--- config.mk ---
export PLATFORM = sky130hd
export DESIGN_NAME = lsu_dmem
export DESIGN_NICKNAME = d
export VERILOG_FILES = /design/src/rtl/lsu_pkg.sv /design/src/rtl/lsu_align.sv /design/src/rtl/lsu_dmem.sv
export SDC_FILE = /design/constraint.sdc
export NUM_CORES = 1
export LEC_CHECK = 0
export CORE_MARGIN = 10
export CORE_UTILIZATION = 35
export DETAILED_ROUTE_END_ITERATION = 8
export MAX_ROUTING_LAYER = met4
export PLACE_DENSITY = 0.61
export SLEW_MARGIN = 40
export SYNTH_ARGS = -nofsm -noshare
export SYNTH_HDL_FRONTEND = slang
export SYNTH_HIERARCHICAL = 1
export SYNTH_SLANG_ARGS = --single-unit
--- constraint.sdc ---
create_clock -name clk -period 2.57 [get_ports clk]
set_input_delay 0.514 -clock clk [delete_from_list [all_inputs] [get_ports clk]]
set_output_delay 0.514 -clock clk [all_outputs]
set_load 0.02 [all_outputs]
--- src/rtl/lsu_pkg.sv ---
// Shared definitions for the load/store unit: access size codes, the
// sequencer states and the per-size byte-enable masks.
package lsu_pkg;

   typedef enum logic [1:0] {
      SZ_BYTE = 2'b00,
      SZ_HALF = 2'b01,
      SZ_WORD = 2'b10,
      SZ_RSVD = 2'b11
   } size_e;

   typedef enum logic {
      IDLE  = 1'b0,
      SPLIT = 1'b1
   } state_e;

   localparam logic [3:0] MASK_NONE = 4'b0000;
   localparam logic [3:0] MASK_BYTE = 4'b0001;
   localparam logic [3:0] MASK_HALF = 4'b0011;
   localparam logic [3:0] MASK_WORD = 4'b1111;

   // Right-justified byte enables for an access size; reserved size writes nothing.
   function automatic logic [3:0] size_mask(input logic [1:0] size);
      case (size)
         SZ_BYTE: size_mask = MASK_BYTE;
         SZ_HALF: size_mask = MASK_HALF;
         SZ_WORD: size_mask = MASK_WORD;
         default: size_mask = MASK_NONE;
      endcase
   endfunction

endpackage

--- src/rtl/lsu_align.sv ---
// Byte-lane aligner: shifts a 64-bit lane pair up by the byte offset (store
// path) and down by the byte offset with 32-bit extract and sign/zero
// extension (load path). Purely combinational.
module lsu_align
   import lsu_pkg::*;
(
   input  logic [63:0] i_data,
   input  logic [1:0]  i_off,
   input  logic [1:0]  i_size,
   input  logic        i_unsigned,
   output logic [63:0] o_lanes,
   output logic [31:0] o_ext
);

   logic [4:0]  w_sh;
   logic [31:0] w_down;
   logic        w_sgn_b;
   logic        w_sgn_h;

   assign w_sh    = {i_off, 3'b000};
   assign o_lanes = i_data << w_sh;
   assign w_down  = 32'(i_data >> w_sh);
   assign w_sgn_b = ~i_unsigned & w_down[7];
   assign w_sgn_h = ~i_unsigned & w_down[15];

   // Truncate the extracted word to the access size and extend it.
   always_comb begin
      o_ext = '0;
      case (size_e'(i_size))
         SZ_BYTE: o_ext = {{24{w_sgn_b}}, w_down[7:0]};
         SZ_HALF: o_ext = {{16{w_sgn_h}}, w_down[15:0]};
         SZ_WORD: o_ext = w_down;
         default: o_ext = '0;
      endcase
   end

endmodule

--- src/rtl/lsu_dmem.sv ---
// Load/store unit in front of a word-wide data memory with registered reads.
// Single-beat accesses respond one cycle after acceptance. Optional feature
// macro LSU_MISALIGN_SPLIT_EN: word-crossing accesses are split into two
// beats and respond two cycles after acceptance; without it they are flagged
// misaligned.
//
//   state | meaning
//   IDLE  | ready for a request; single-beat access or split beat 1 issued here
//   SPLIT | second beat of a word-crossing access on the memory port
module lsu_dmem
   import lsu_pkg::*;
#(
   parameter int ADD_WIDTH = 18
)
(
   input  logic        clk,
   input  logic        reset,
   input  logic        req_valid,
   output logic        req_ready,
   input  logic        req_we,
   input  logic [1:0]  req_size,
   input  logic        req_unsigned,
   input  logic [31:0] req_addr,
   input  logic [31:0] req_wdata,
   output logic        resp_valid,
   output logic [31:0] resp_rdata,
   output logic        resp_misalign,
   output logic [31:0] mem_add,
   output logic [3:0]  mem_wen,
   output logic [31:0] mem_wdata,
   input  logic [31:0] mem_rdata
);

   // The memory decodes only the low ADD_WIDTH bits; the full word address is
   // forwarded so that mem_add matches the core's view of the access.
   localparam int ADD_WIDTH_UNUSED = ADD_WIDTH;

   state_e      r_state;
   state_e      w_state_nxt;

   logic        w_ready;
   logic        w_acc;
   logic        w_rsvd;
   logic        w_bad;
   logic        w_cross;
   logic [1:0]  w_off;
   logic [7:0]  w_wen8;
   logic [63:0] w_st_lanes;
   logic [31:0] w_st_ext_unused;
   logic [63:0] w_ld_in;
   logic [63:0] w_ld_lanes_unused;
   logic [31:0] w_ld_ext;

   logic        r_resp_valid;
   logic        r_misalign;
   logic        r_load;
   logic        r_split;
   logic [1:0]  r_size;
   logic        r_unsigned;
   logic [1:0]  r_off;
   logic [31:0] r_beat1;
   logic [31:0] r_split_add;
   logic [3:0]  r_split_wen;
   logic [31:0] r_split_wdata;

   assign w_off     = req_addr[1:0];
   assign w_ready   = (r_state == IDLE) && !reset;
   assign req_ready = w_ready;
   assign w_acc     = req_valid && w_ready;
   assign w_rsvd    = (req_size == SZ_RSVD);
   assign w_wen8    = {4'b0000, size_mask(req_size)} << w_off;

`ifdef LSU_MISALIGN_SPLIT_EN
   assign w_bad   = w_rsvd;
   assign w_cross = ((req_size == SZ_HALF) && (w_off == 2'd3)) ||
                    ((req_size == SZ_WORD) && (w_off != 2'd0));
`else
   assign w_bad   = w_rsvd ||
                    ((req_size == SZ_HALF) && w_off[0]) ||
                    ((req_size == SZ_WORD) && (w_off != 2'd0));
   assign w_cross = 1'b0;
`endif

   lsu_align u_st_align (
      .i_data     ({32'h0000_0000, req_wdata}),
      .i_off      (w_off),
      .i_size     (req_size),
      .i_unsigned (1'b0),
      .o_lanes    (w_st_lanes),
      .o_ext      (w_st_ext_unused)
   );

   // A split load sees beat 2 on the memory bus and beat 1 in r_beat1.
   assign w_ld_in = r_split ? {mem_rdata, r_beat1} : {32'h0000_0000, mem_rdata};

   lsu_align u_ld_align (
      .i_data     (w_ld_in),
      .i_off      (r_off),
      .i_size     (r_size),
      .i_unsigned (r_unsigned),
      .o_lanes    (w_ld_lanes_unused),
      .o_ext      (w_ld_ext)
   );

   // State register.
   always_ff @(posedge clk) begin
      if (reset) r_state <= IDLE;
      else       r_state <= w_state_nxt;
   end

   // Next state and memory-port drive; the port is idle (all zero) unless a beat is issued.
   always_comb begin
      w_state_nxt = r_state;
      mem_add     = '0;
      mem_wen     = '0;
      mem_wdata   = '0;
      case (r_state)
         IDLE: begin
            if (w_acc) begin
               mem_add = {req_addr[31:2], 2'b00};
               if (req_we && !w_bad) begin
                  mem_wen   = w_wen8[3:0];
                  mem_wdata = w_st_lanes[31:0];
               end
               if (w_cross) w_state_nxt = SPLIT;
            end
         end
         SPLIT: begin
            w_state_nxt = IDLE;
            // Reset during the second beat abandons it.
            if (!reset) begin
               mem_add   = r_split_add;
               mem_wen   = r_split_wen;
               mem_wdata = r_split_wdata;
            end
         end
         default: w_state_nxt = IDLE;
      endcase
   end

   // Capture request attributes on acceptance and schedule the response pulse.
   always_ff @(posedge clk) begin
      if (reset) begin
         r_resp_valid  <= 1'b0;
         r_misalign    <= 1'b0;
         r_load        <= 1'b0;
         r_split       <= 1'b0;
         r_size        <= 2'b00;
         r_unsigned    <= 1'b0;
         r_off         <= 2'b00;
         r_beat1       <= '0;
         r_split_add   <= '0;
         r_split_wen   <= '0;
         r_split_wdata <= '0;
      end else begin
         r_resp_valid <= 1'b0;
         r_misalign   <= 1'b0;
         if (r_state == SPLIT) begin
            r_resp_valid <= 1'b1;
            r_beat1      <= mem_rdata;
         end else if (w_acc) begin
            r_resp_valid  <= !w_cross;
            r_misalign    <= w_bad;
            r_load        <= !req_we && !w_bad;
            r_split       <= w_cross;
            r_size        <= req_size;
            r_unsigned    <= req_unsigned;
            r_off         <= w_off;
            r_split_add   <= {req_addr[31:2], 2'b00} + 32'd4;
            r_split_wen   <= req_we ? w_wen8[7:4] : 4'b0000;
            r_split_wdata <= w_st_lanes[63:32];
         end
      end
   end

   assign resp_valid    = r_resp_valid;
   assign resp_misalign = r_resp_valid && r_misalign;
   assign resp_rdata    = (r_resp_valid && r_load) ? w_ld_ext : '0;

endmodule

Word level (Yosys, flattened, before mapping)
Cells that the tools add are included.
{"block": "totals", "reg_bits": 8, "output_inout_bits": 103}
{"block": "classes", "n_reduce_logical": 16, "shifts": 3, "n_eq_ne": 5, "bitwise": 4, "mux": 9}
{"cell": "$mux 32", "count": 4}
{"cell": "$pmux 32 s3", "count": 1}
{"cell": "$shl 32x5->32", "count": 1}
{"cell": "$shr 32x5->32", "count": 1}
{"cell": "$pmux 4 s3", "count": 1}
{"cell": "$mux 4", "count": 2}
{"cell": "$logic_and 1x1->1", "count": 7}
{"cell": "$eq 2x2->1 const B", "count": 3}
{"cell": "$eq 2x1->1 const B", "count": 2}
{"cell": "$logic_not 2->1", "count": 2}
{"cell": "$shl 4x2->4", "count": 1}
{"cell": "$logic_not 1->1", "count": 3}
{"cell": "$and 1x1->1", "count": 2}
{"cell": "$logic_or 1x1->1", "count": 2}
{"cell": "$not 1->1", "count": 2}
{"cell": "$reduce_bool 2->1", "count": 1}
{"cell": "$reduce_or 2->1", "count": 1}
{"cell": "$mux 1", "count": 1}

Depth between registers and ports, before layout
{"block": "depth", "depth_word": 8, "depth_mapped": 7, "mapped_depth_nobuf": 5}

By module
The synthesis kept the hierarchy.
{"module": "lsu_align", "area_each_um2": 2434.8, "cells_each": 228, "seq_area_each_um2": 0.0, "instances": 2}
{"module": "lsu_dmem", "area_each_um2": 1143.6, "cells_each": 158, "seq_area_each_um2": 160.2, "instances": 1}

Worst setup path before layout
OpenSTA, ideal clock, no wires.
{"block": "synth_timing", "path_kind": "in2out", "start": "input req_size[0]", "end": "output mem_wen[1]", "path_buffers": 0, "path_slack_ns": 0.208, "stages": 5, "arrival_time_ns": 1.848, "path_cell_list": "inv_1 > ha_1 > a211oi_2 > o211a_4 > nor3b_1"}
{"block": "synth_between", "elab_chain_len": 8}
{"element": "start: declaration", "line": "lsu_dmem.sv:21", "source": "input logic [1:0] req_size,"}
{"element": "parallel branches: the longest is 6 deep, another holds $pmux 4 s3"}
{"element": "$mux 4 (*)", "line": "lsu_dmem.sv:121", "source": "if (req_we && !w_bad) begin"}
{"element": "$mux 4 (*)", "line": "lsu_dmem.sv:119", "source": "if (w_acc) begin"}
{"element": "end: declaration", "line": "lsu_dmem.sv:29", "source": "output logic [3:0] mem_wen,"}
Mark *: on every way between the ends.

Worst setup path after layout
{"block": "layout_timing", "start": "input mem_rdata[21]", "end": "output resp_rdata[5]"}
{"block": "layout_between", "elab_chain_len": 3}
{"element": "start: declaration", "line": "lsu_dmem.sv:31", "source": "input logic [31:0] mem_rdata"}
{"element": "$shr 32x5->32", "line": "lsu_align.sv:22", "source": "assign w_down = 32'(i_data >> w_sh);"}
{"element": "$pmux 32 s3", "line": "lsu_align.sv:29", "source": "case (size_e'(i_size))"}
{"element": "named net w_ld_ext[5]", "line": "lsu_dmem.sv:52", "source": "logic [31:0] w_ld_ext;"}
{"element": "$mux 32", "line": "lsu_dmem.sv:178", "source": "assign resp_rdata = (r_resp_valid && r_load) ? w_ld_ext : '0;"}
{"element": "end: declaration", "line": "lsu_dmem.sv:26", "source": "output logic [31:0] resp_rdata,"}
The timed path passes the listed nets, and every way through them passes these cells.

==> run metrics <==
status finished clean; CP startpoint kind primary input; Worst-path clk slew ~0.040 ns; vias in the first global route 3716; CP Capture Type output pin; clk root buf clkbuf_8; yosys warns 6; largest net degree at the start of global routing 35; clock latency on the worst-skew pair 0.22 ns; H-Tree Level Count 1; via density per instance 4.847; antenna-violating nets left 0; cell count after synthesis roughly 350; Crit path max-delay family buffers and inverters; Die H between 100 and 150 um; Initial DRT Pass Iterations 4; total track usage 20.66%; CP max FO 3; Starting Density a little over a third; total core area 8175 um2; Area Growth Syn to Fin 82.97%; Die ar. 12380 um2; Worst Path Arrival ~2 ns; Die Width 111.3 um; cts bufs inserted 3; Starting DRT DRC Count 130; routability cong. between 0.9 and 1; vias 3490; worst vdd ir 0.1566 mV; # clock sinks 8; Leak 2.692 nW; syn_area_per_cell 8.357 um2; layout cells sized above 1 29.80%; slowest stage cell, crit path mux4_2; Max Cap Viol 0; final max-slew violation count 0; WL final 13.07 mm; worst min path class reg2reg; Req. time, crit path 2.06 ns; setup TNS 0 ns; Residual DRC 0; Rows 33; Slowest Stage Delay on Critical Path 0.46 ns; clk buf depth 2; synthesized area 2917 um2; Max Clk Rate 397.4 MHz; period utilisation layout 97.92%; nets between 700 and 800; hold wc startpoint r_unsigned; # IOs around 200; critical path class in2out; final count of hold timing violations 0; Setup Skew 0 ns; Final Critical Period 2.517 ns; commonest non-fill, non-tap cell in the layout clkdlybuf4s50_1; pwr dens 197.2 nW/um2; r2r startpoint r_load; remaining global-route overflow 0; Min Hold Slack 0.5371 ns; most frequent cells in the layout clkdlybuf4s50_1 (90), and2_1 (79), conb_1 (51), buf_4 (51); antenna violations before repair 1; Critical path origin mem_rdata[21]; DP HPWL between 10 and 15 mm; Worst Path Buf+Inv 2; global-route wire length before repair 20.68 mm; final setup fails 0; PortBufs between 200 and 250; CTS tree yes; per-cell routed wire length 18.15 um; RSZ-0062 raised after global routing no; cells along the critical path clkdlybuf4s50_1 > mux4_2 > and2_1 > and3_1 > clkdlybuf4s15_2
==> worst min-delay path, cell delays in order (launching register included) <==
cell and delay, ns:
dfxtp_1 0.35, mux2i_1 0.08, nor2_1 0.07
==> through the flow <==
step / instances / utilization [%] / power, mW / area, um2 / setup WS (ns)
floorplan: 399 / - / 0.5457 / 3104 / 0.2082
global placement: 706 / 65.53 / 0.8871 / 5358 / -0.6899
detailed placement: 706 / 65.53 / 0.8930 / 5358 / -0.7322
CTS: 720 / 65.55 / 1.067 / 5359 / 0.0006102
global route: 720 / 65.27 / 1.132 / 5336 / 0.004186
finish: 720 / 65.27 / 1.052 / 5336 / 0.05341
==> sequential cells by signal (all words and copies together) (netlist names) <==
signal and count:
r_off 2, r_misalign 1, r_unsigned 1, resp_valid 1
r_size 2, r_load 1
==> where the power goes <==
part	leakage (nW)	internal [mW]	total [mW]	switching, mW
clock	0.0216	0.101	0.147	0.0463
combinational	2.60	0.434	0.766	0.332
sequential	0.0667	0.132	0.139	0.00696
total	2.69	0.667	1.05	0.385
==> per-layer routing <==
metal / vias to the layer above / routed length [um] / part of all wire, % / global-route usage [%]
met5: - / 0 / 0 / -
met1: 1619 / 5265 / 40 / 23.33
met4: 0 / 272 / 2.1 / 4.284
met2: 152 / 6544 / 50 / 36.19
li1: 1707 / - / - / -
met3: 12 / 989 / 7.6 / 4.924
==> path summary, 6_finish.rpt <==
check	endpoint	slack (ns)	depth (start not counted)
setup / recovery	resp_rdata[5]	0.05	5
hold reg to reg	r_unsigned	0.54	2
setup reg to reg	r_load	1.73	3
hold / removal	r_unsigned	0.54	2
==> area by class of cell <==
type | instances | area [um2]
Antenna cell | 1 | 2.502
Clock buffer | 3 | 41.29
Inverter | 5 | 18.77
Tap cell | 105 | 131.4
Multi-Input combinational cell | 342 | 2676
Timing Repair Buffer | 256 | 2303
Fill cell | 730 | 2839
Sequential cell | 8 | 162.7
==> what timing repair did <==
item / CTS / global route
gates cloned: 2 / 0
hold buffers: 0 / 0
endpoints found under the setup margin: 92 / 59
gates resized for setup: 326 / 30
pin swaps: 3 / 1
buffers inserted: 9 / 0
Power figures use the tool's default switching activity.
